==> src/rtl/coklu_yazmac_obegi_pkg.sv <==
// rtl/coklu_yazmac_obegi_pkg.sv - shared defaults and port-slice helpers for the register file
// Contents:
//   VARS_*     default widths/counts used by coklu_yazmac_obegi and its bypass mux
//   dilim_alt  low bit index of slice `port` in a flattened bus of `genislik`-wide slices
package coklu_yazmac_obegi_pkg;

    localparam int VARS_VERI_BIT    = 32;
    localparam int VARS_N_YAZMAC    = 32;
    localparam int VARS_YAZMAC_BIT  = $clog2(VARS_N_YAZMAC);
    localparam int VARS_UOP_TAG_BIT = 6;

    function automatic int dilim_alt(input int port, input int genislik);
        return port * genislik;
    endfunction

endpackage

==> src/rtl/yazmac_bypass_mux.sv <==
// rtl/yazmac_bypass_mux.sv - per-read-port writeback forwarding and priority select
// Built only when YAZMAC_BYPASS_EN is defined.
// Ports:
//   adres            read address of this port
//   kayitli_veri     registered data of the addressed register
//   kayitli_gecerli  registered valid bit of the addressed register
//   kayitli_etiket   registered producer tag of the addressed register
//   yaz_veri/yaz_adres/yaz_etiket/yaz_gecerli  flattened writeback ports
//   veri, gecerli    forwarded read data and valid
`ifdef YAZMAC_BYPASS_EN
module yazmac_bypass_mux
    import coklu_yazmac_obegi_pkg::*;
#(
    parameter int VERI_BIT    = VARS_VERI_BIT,
    parameter int YAZMAC_BIT  = VARS_YAZMAC_BIT,
    parameter int UOP_TAG_BIT = VARS_UOP_TAG_BIT,
    parameter int N_YAZ       = 2
) (
    input  logic [YAZMAC_BIT-1:0]        adres,
    input  logic [VERI_BIT-1:0]          kayitli_veri,
    input  logic                         kayitli_gecerli,
    input  logic [UOP_TAG_BIT-1:0]       kayitli_etiket,
    input  logic [N_YAZ*VERI_BIT-1:0]    yaz_veri,
    input  logic [N_YAZ*YAZMAC_BIT-1:0]  yaz_adres,
    input  logic [N_YAZ*UOP_TAG_BIT-1:0] yaz_etiket,
    input  logic [N_YAZ-1:0]             yaz_gecerli,
    output logic [VERI_BIT-1:0]          veri,
    output logic                         gecerli
);

    // Ascending scan so the highest matching port overrides lower ones.
    // A stale producer forwards its data but leaves validity as registered.
    always_comb begin
        veri    = kayitli_veri;
        gecerli = kayitli_gecerli;
        for (int j = 0; j < N_YAZ; j++) begin
            if (yaz_gecerli[j] && (adres != '0) &&
                (yaz_adres[dilim_alt(j, YAZMAC_BIT) +: YAZMAC_BIT] == adres)) begin
                veri    = yaz_veri[dilim_alt(j, VERI_BIT) +: VERI_BIT];
                gecerli = (yaz_etiket[dilim_alt(j, UOP_TAG_BIT) +: UOP_TAG_BIT] == kayitli_etiket)
                          ? 1'b1 : kayitli_gecerli;
            end
        end
    end

endmodule
`endif

==> src/rtl/coklu_yazmac_obegi.sv <==
// rtl/coklu_yazmac_obegi.sv - multi-port register file with producer tags and validity scoreboard
// Optional feature macro: YAZMAC_BYPASS_EN (same-cycle writeback forwarding to read ports).
// Ports:
//   clk_i, rstn_i                    clock (rising edge), async active-low reset
//   oku_adres_i / oku_veri_o / oku_gecerli_o   N_OKU read ports (flattened slices)
//   yaz_veri_i / yaz_adres_i / yaz_etiket_i / yaz_gecerli_i  N_YAZ writeback ports
//   etiket_i / etiket_adres_i / etiket_gecerli_i  producer tag allocation
//   temizle_i                        flush: all registers valid, data kept
//   bekleyen_sayisi_o                registered count of not-valid registers
module coklu_yazmac_obegi
    import coklu_yazmac_obegi_pkg::*;
#(
    parameter int VERI_BIT    = VARS_VERI_BIT,
    parameter int N_YAZMAC    = VARS_N_YAZMAC,
    parameter int YAZMAC_BIT  = $clog2(N_YAZMAC),
    parameter int UOP_TAG_BIT = VARS_UOP_TAG_BIT,
    parameter int N_OKU       = 4,
    parameter int N_YAZ       = 2
) (
    input  logic                         clk_i,
    input  logic                         rstn_i,
    input  logic [N_OKU*YAZMAC_BIT-1:0]  oku_adres_i,
    output logic [N_OKU*VERI_BIT-1:0]    oku_veri_o,
    output logic [N_OKU-1:0]             oku_gecerli_o,
    input  logic [N_YAZ*VERI_BIT-1:0]    yaz_veri_i,
    input  logic [N_YAZ*YAZMAC_BIT-1:0]  yaz_adres_i,
    input  logic [N_YAZ*UOP_TAG_BIT-1:0] yaz_etiket_i,
    input  logic [N_YAZ-1:0]             yaz_gecerli_i,
    input  logic [UOP_TAG_BIT-1:0]       etiket_i,
    input  logic [YAZMAC_BIT-1:0]        etiket_adres_i,
    input  logic                         etiket_gecerli_i,
    input  logic                         temizle_i,
    output logic [$clog2(N_YAZMAC):0]    bekleyen_sayisi_o
);

    localparam int SAYAC_BIT = $clog2(N_YAZMAC) + 1;

    logic [VERI_BIT-1:0]    veri_q    [N_YAZMAC];
    logic [VERI_BIT-1:0]    veri_d    [N_YAZMAC];
    logic [UOP_TAG_BIT-1:0] etiket_q  [N_YAZMAC];
    logic [UOP_TAG_BIT-1:0] etiket_d  [N_YAZMAC];
    logic [N_YAZMAC-1:0]    gecerli_q;
    logic [N_YAZMAC-1:0]    gecerli_d;
    logic [SAYAC_BIT-1:0]   sayim_d;

    // Next state. Register 0 is skipped so it keeps its reset value forever.
    // Order of application sets priority: writebacks (ascending port index),
    // then allocation (overrides writeback validity), then flush.
    always_comb begin
        veri_d    = veri_q;
        etiket_d  = etiket_q;
        gecerli_d = gecerli_q;
        for (int r = 1; r < N_YAZMAC; r++) begin
            for (int j = 0; j < N_YAZ; j++) begin
                if (yaz_gecerli_i[j] &&
                    (yaz_adres_i[dilim_alt(j, YAZMAC_BIT) +: YAZMAC_BIT] == YAZMAC_BIT'(r))) begin
                    veri_d[r]    = yaz_veri_i[dilim_alt(j, VERI_BIT) +: VERI_BIT];
                    // Compared against the pre-edge tag; a mismatch is a stale producer.
                    gecerli_d[r] = (yaz_etiket_i[dilim_alt(j, UOP_TAG_BIT) +: UOP_TAG_BIT] == etiket_q[r])
                                   ? 1'b1 : gecerli_q[r];
                end
            end
            if (etiket_gecerli_i && !temizle_i && (etiket_adres_i == YAZMAC_BIT'(r))) begin
                etiket_d[r]  = etiket_i;
                gecerli_d[r] = 1'b0;
            end
        end
        if (temizle_i) begin
            gecerli_d = '1;
        end
    end

    always_comb begin
        sayim_d = '0;
        for (int r = 0; r < N_YAZMAC; r++) begin
            sayim_d = sayim_d + {{(SAYAC_BIT-1){1'b0}}, ~gecerli_d[r]};
        end
    end

    always_ff @(posedge clk_i or negedge rstn_i) begin
        if (!rstn_i) begin
            veri_q            <= '{default: '0};
            etiket_q          <= '{default: '0};
            gecerli_q         <= '1;
            bekleyen_sayisi_o <= '0;
        end else begin
            veri_q            <= veri_d;
            etiket_q          <= etiket_d;
            gecerli_q         <= gecerli_d;
            bekleyen_sayisi_o <= sayim_d;
        end
    end

    for (genvar k = 0; k < N_OKU; k++) begin : g_oku
        logic [YAZMAC_BIT-1:0] adres;
        assign adres = oku_adres_i[dilim_alt(k, YAZMAC_BIT) +: YAZMAC_BIT];
`ifdef YAZMAC_BYPASS_EN
        yazmac_bypass_mux #(
            .VERI_BIT    (VERI_BIT),
            .YAZMAC_BIT  (YAZMAC_BIT),
            .UOP_TAG_BIT (UOP_TAG_BIT),
            .N_YAZ       (N_YAZ)
        ) u_bypass (
            .adres           (adres),
            .kayitli_veri    (veri_q[adres]),
            .kayitli_gecerli (gecerli_q[adres]),
            .kayitli_etiket  (etiket_q[adres]),
            .yaz_veri        (yaz_veri_i),
            .yaz_adres       (yaz_adres_i),
            .yaz_etiket      (yaz_etiket_i),
            .yaz_gecerli     (yaz_gecerli_i),
            .veri            (oku_veri_o[dilim_alt(k, VERI_BIT) +: VERI_BIT]),
            .gecerli         (oku_gecerli_o[k])
        );
`else
        assign oku_veri_o[dilim_alt(k, VERI_BIT) +: VERI_BIT] = veri_q[adres];
        assign oku_gecerli_o[k] = gecerli_q[adres];
`endif
    end

endmodule

==> config.mk <==
export PLATFORM = sky130hd
export DESIGN_NAME = coklu_yazmac_obegi
export DESIGN_NICKNAME = d
export VERILOG_FILES = /design/src/rtl/coklu_yazmac_obegi_pkg.sv /design/src/rtl/yazmac_bypass_mux.sv /design/src/rtl/coklu_yazmac_obegi.sv
export SDC_FILE = /design/constraint.sdc
export NUM_CORES = 2
export LEC_CHECK = 0
export CORE_MARGIN = 2
export CORE_UTILIZATION = 25
export DETAILED_ROUTE_END_ITERATION = 10
export SETUP_SLACK_MARGIN = 0.3
export SYNTH_ARGS = -nofsm -noshare
export SYNTH_HDL_FRONTEND = slang
export SYNTH_SLANG_ARGS = --single-unit
==> constraint.sdc <==
create_clock -name clk_i -period 17 [get_ports clk_i]
set_input_delay 2.55 -clock clk_i [delete_from_list [all_inputs] [get_ports clk_i]]
set_output_delay 2.55 -clock clk_i [all_outputs]
set_load 0.01 [all_outputs]
==> summary.txt <==
Synth
  – Register area share after synthesis: around a third
  – Syn_nets: around 8900
  – Gate Count Post-Synth: a little under 9000
  – Yosys Warn Count: 0
  – Post-synthesis area per instance: approximately 11 um2
  – Area contributors post-synth: dfrtp_1 (32%), mux4_2 (20%), mux2i_1 (14%)
  – Ys async rst share: 100%
  – Yosys cell types: 56
  – Syn Std Cell Area: 92700 um2
  – Top-area cell type share of the netlist area: 32.0%
  – Yosys reg bits: around 1200
  – Post-synth top area cell: dfrtp_1
  – Post-synth EDFFs: 0
  – Prevailing post-synth register cell: dfrtp_1

Drt
  – Metal3 WL: around 42 mm
  – Routed wl met2: between 150 and 200 mm
  – Post-DR vias/cell: about 5.8
  – Vias: ~77000
  – Initial drt markers: around 11000
  – Router iterations before antenna repair: 6
  – Highest routed layer: met5
  – Met1 WL: roughly 150 mm
  – Per-cell routed wire length: ~30 um
  – DRC viols: 0
  – ANT nets after route: 0
  – Drt total wl: about 400 mm

Critical path
  – Reg-to-Reg Start: etiket_q[153]
  – Worst path slowest cell: buf_4
  – Worst-case reg-to-reg path depth: 21
  – Crit path arrival time: 7.39 ns
  – CP Data Required Time: roughly 14 ns
  – Critical path class: in2out
  – Reg2reg setup slack: around 11 ns
  – Worst-path cell chain: buf_8 > buf_4 > buf_4 > mux4_2 > a22o_1 > o21ai_0 > o21ai_0 > clkdlybuf4s50_1
  – Worst setup EP type: output port
  – CP max FO: between 50 and 60
  – Max incr delay on CP: about 0.80 ns
  – Critical Path Source Type: input pin
  – R2R Path End: bekleyen_sayisi_o[4]

Pwr
  – Power Dens Cells: roughly 110 nW/um2
  – Overall power: roughly 12 mW
  – Leak: 43.1 nW
  – Peak supply drop: 0.0000684 V

Clocking
  – CTS tree: built
  – Post CTS Setup Buffer Count: 0
  – CTS buffer count: 158
  – Clock sinks: ~1200
  – Reg clk slew, reported paths: roughly 0.06 ns
  – CTS Buffer Depth: 4
  – CTS Hold Bufs: 0
  – Root Buffer: clkbuf_16
  – Clk Latency, worst-skew pair: 0.85 ns
  – PostCTS Resize Cnt: 0
  – CTS H-tree depth: 4

Timing
  – Peak Freq: slightly above 100 MHz
  – Endpoints failing setup: 0
  – Worst clock skew: around 0.019 ns
  – RSZ-0062 raised after global routing: no
  – Max-slew violations: 0
  – Hold Vio Cnt, Final: 0
  – Worst Tran Pin Value: roughly 1.3 ns
  – Setup_tns: 0 ns
  – Tmin final: a little under 10 ns
  – Max-slew headroom: approximately 14%
  – Crit share post-route: around 60%

Global route
  – Vias in the first global route: 74800
  – First-pass GRT wire length: between 500 and 600 mm
  – Initial antenna violation count: 51
  – Grt total ovfl: 0
  – GRT Util Overall: a little over a fifth
  – Largest net degree at the start of global routing: between 150 and 200

Worst hold path
  – Worst Hold Path Cells: 1
  – Hold worst-path end: etiket_q[49]
  – Worst hold path class: reg2reg
  – Worst Hold Launch: etiket_q[49]

Layout
  – Area Growth Syn to Fin: 13.2%
  – Fraction of layout cells with a size suffix above 1: between 20% and 30%
  – Fillers: about 38000
  – Nets: roughly 8500

Floorplan
  – Rows: around 220
  – # IOs: 261
  – Starting density of the core: 25.1%
  – Total die area: 376000 um2
  – Die width: a little over 600 um
  – Core footprint: ~370000 um2
  – Die H: between 600 and 700 um

Place
  – Port buffer count: 260
  – DP HPWL: 242 mm
  – Routability cong.: roughly 0.88

Run status
  – Status: completed

Run
  – MaxCap Viol Count: 0
==> cells in the mapped netlist (9+ instances only) <==
| cell | count |
|---|---|
| mux2i_1 | 1280 |
| dfrtp_1 | 1184 |
| nand2_1 | 810 |
| mux4_2 | 808 |
| o21ai_0 | 806 |
| clkbuf_1 | 700 |
| a21oi_1 | 579 |
| nor2_1 | 547 |
| mux2_2 | 414 |
| a22o_1 | 256 |
| xor2_1 | 238 |
| buf_2 | 224 |
| xnor2_1 | 137 |
| a22oi_1 | 127 |
| o221ai_1 | 96 |
| buf_1 | 76 |
| nor4_1 | 52 |
| nand4_1 | 38 |
| dfstp_2 | 32 |
| o22ai_1 | 32 |
| o31ai_1 | 32 |
| inv_1 | 28 |
| buf_4 | 26 |
| fa_1 | 24 |
| nor2b_1 | 24 |
| a21o_1 | 17 |
| a41oi_1 | 17 |
| or4_1 | 17 |
| or2_2 | 12 |
| nand3_1 | 11 |
| nand2b_1 | 9 |
| o21ai_1 | 9 |
==> logic make-up (layout without fill, tap and decap cells) <==
group | Yosys count | after routing | synth area share, %
flip-flops | 1216 | 1216 | 32.9
XOR/XNOR | 375 | 375 | 3.54
AO/OA/AOI/OAI | 1979 | 1979 | 12.7
multiplexers | 2502 | 2502 | 38.5
adder cells (fa/ha/maj) | 31 | 31 | 0.613
other | 0 | 25 | 0
AND/OR/NAND/NOR | 1568 | 1568 | 7.02
buffers and inverters | 1060 | 796 | 4.74
==> worst max-delay path by stage <==
stage / cells past startpoint / startpoint / end / slack, ns
floorplan: 25 / yaz_adres_i[5] / bekleyen_sayisi_o[4] / 8.75
global placement: 23 / yaz_adres_i[2] / bekleyen_sayisi_o[4] / 6.39
detailed placement: 23 / yaz_adres_i[2] / bekleyen_sayisi_o[4] / 6.49
CTS: 8 / oku_adres_i[5] / oku_veri_o[57] / 7.22
global route: 23 / yaz_adres_i[2] / bekleyen_sayisi_o[4] / 6.88
finish: 8 / oku_adres_i[17] / oku_veri_o[121] / 7.06
==> registers in the layout, summed over array words and instances, names as in the netlist <==
signal,count
bekleyen_sayisi_o,6
etiket_q,186
gecerli_q,32
veri_q,992
==> cell type report <==
| class | count | area (um2) | share of cell area, % |
|---|---|---|---|
| Antenna cell | 25 | 62.6 | 0.0596 |
| Inverter | 28 | 105 | 0.100 |
| Timing Repair Buffer | 492 | 4360 | 4.15 |
| Sequential cell | 1216 | 30500 | 29.0 |
| Clock inverter | 42 | 551 | 0.525 |
| Tap cell | 4950 | 6190 | 5.90 |
| Multi-Input combinational cell | 6455 | 58500 | 55.7 |
| Clock buffer | 234 | 4700 | 4.48 |
==> worst max-delay path, delay by kind of cell <==
kind	cells	cell delay, ns
buffers and inverters	4	2.62
AO/OA/AOI/OAI	3	1.63
multiplexers	1	0.42
==> layout by cell type (no fill, tap or decap), drive strengths merged, types with 32 or more instances in the layout <==
cell	Yosys	routed
xor2	238	238
nor2	550	550
inv	28	32
o22ai	32	32
buf	330	276
dfstp	32	32
a22o	256	256
mux2	414	414
o21ai	815	815
o221ai	96	96
a22oi	127	127
a21oi	579	579
nand2	810	810
o31ai	32	32
mux2i	1280	1280
nor4	52	52
clkbuf	702	234
mux4	808	808
clkdlybuf4s50	0	216
dfrtp	1184	1184
nand4	38	38
xnor2	137	137
==> report_power, final <==
group,switching (mW),leakage (nW),total (mW),internal [mW]
clock network,1.44,2.59,3.53,2.09
logic,1.62,25.5,3.53,1.91
registers,0.874,15.0,4.46,3.58
==> stage by stage <==
stage	utilization [%]	hold slack [ns]	std cells	setup WS, ns	instance area (um2)
global route	28.4	0.585	13400	6.88	105000
CTS	28.4	0.571	13400	7.22	105000
floorplan	-	0.541	8731	8.75	92700
global placement	27.0	0.551	13100	6.39	99600
finish	28.4	0.567	13400	7.06	105000
detailed placement	27.0	0.557	13100	6.49	99600
==> layer usage <==
layer / track usage (%) / vias up
li1: - / 31900
met1: 26.4 / 39100
met2: 32.2 / 5056
met3: 4.87 / 1260
met4: 13.4 / 36
met5: 0 / -
Note: power is estimated with default switching activity, not from simulation.
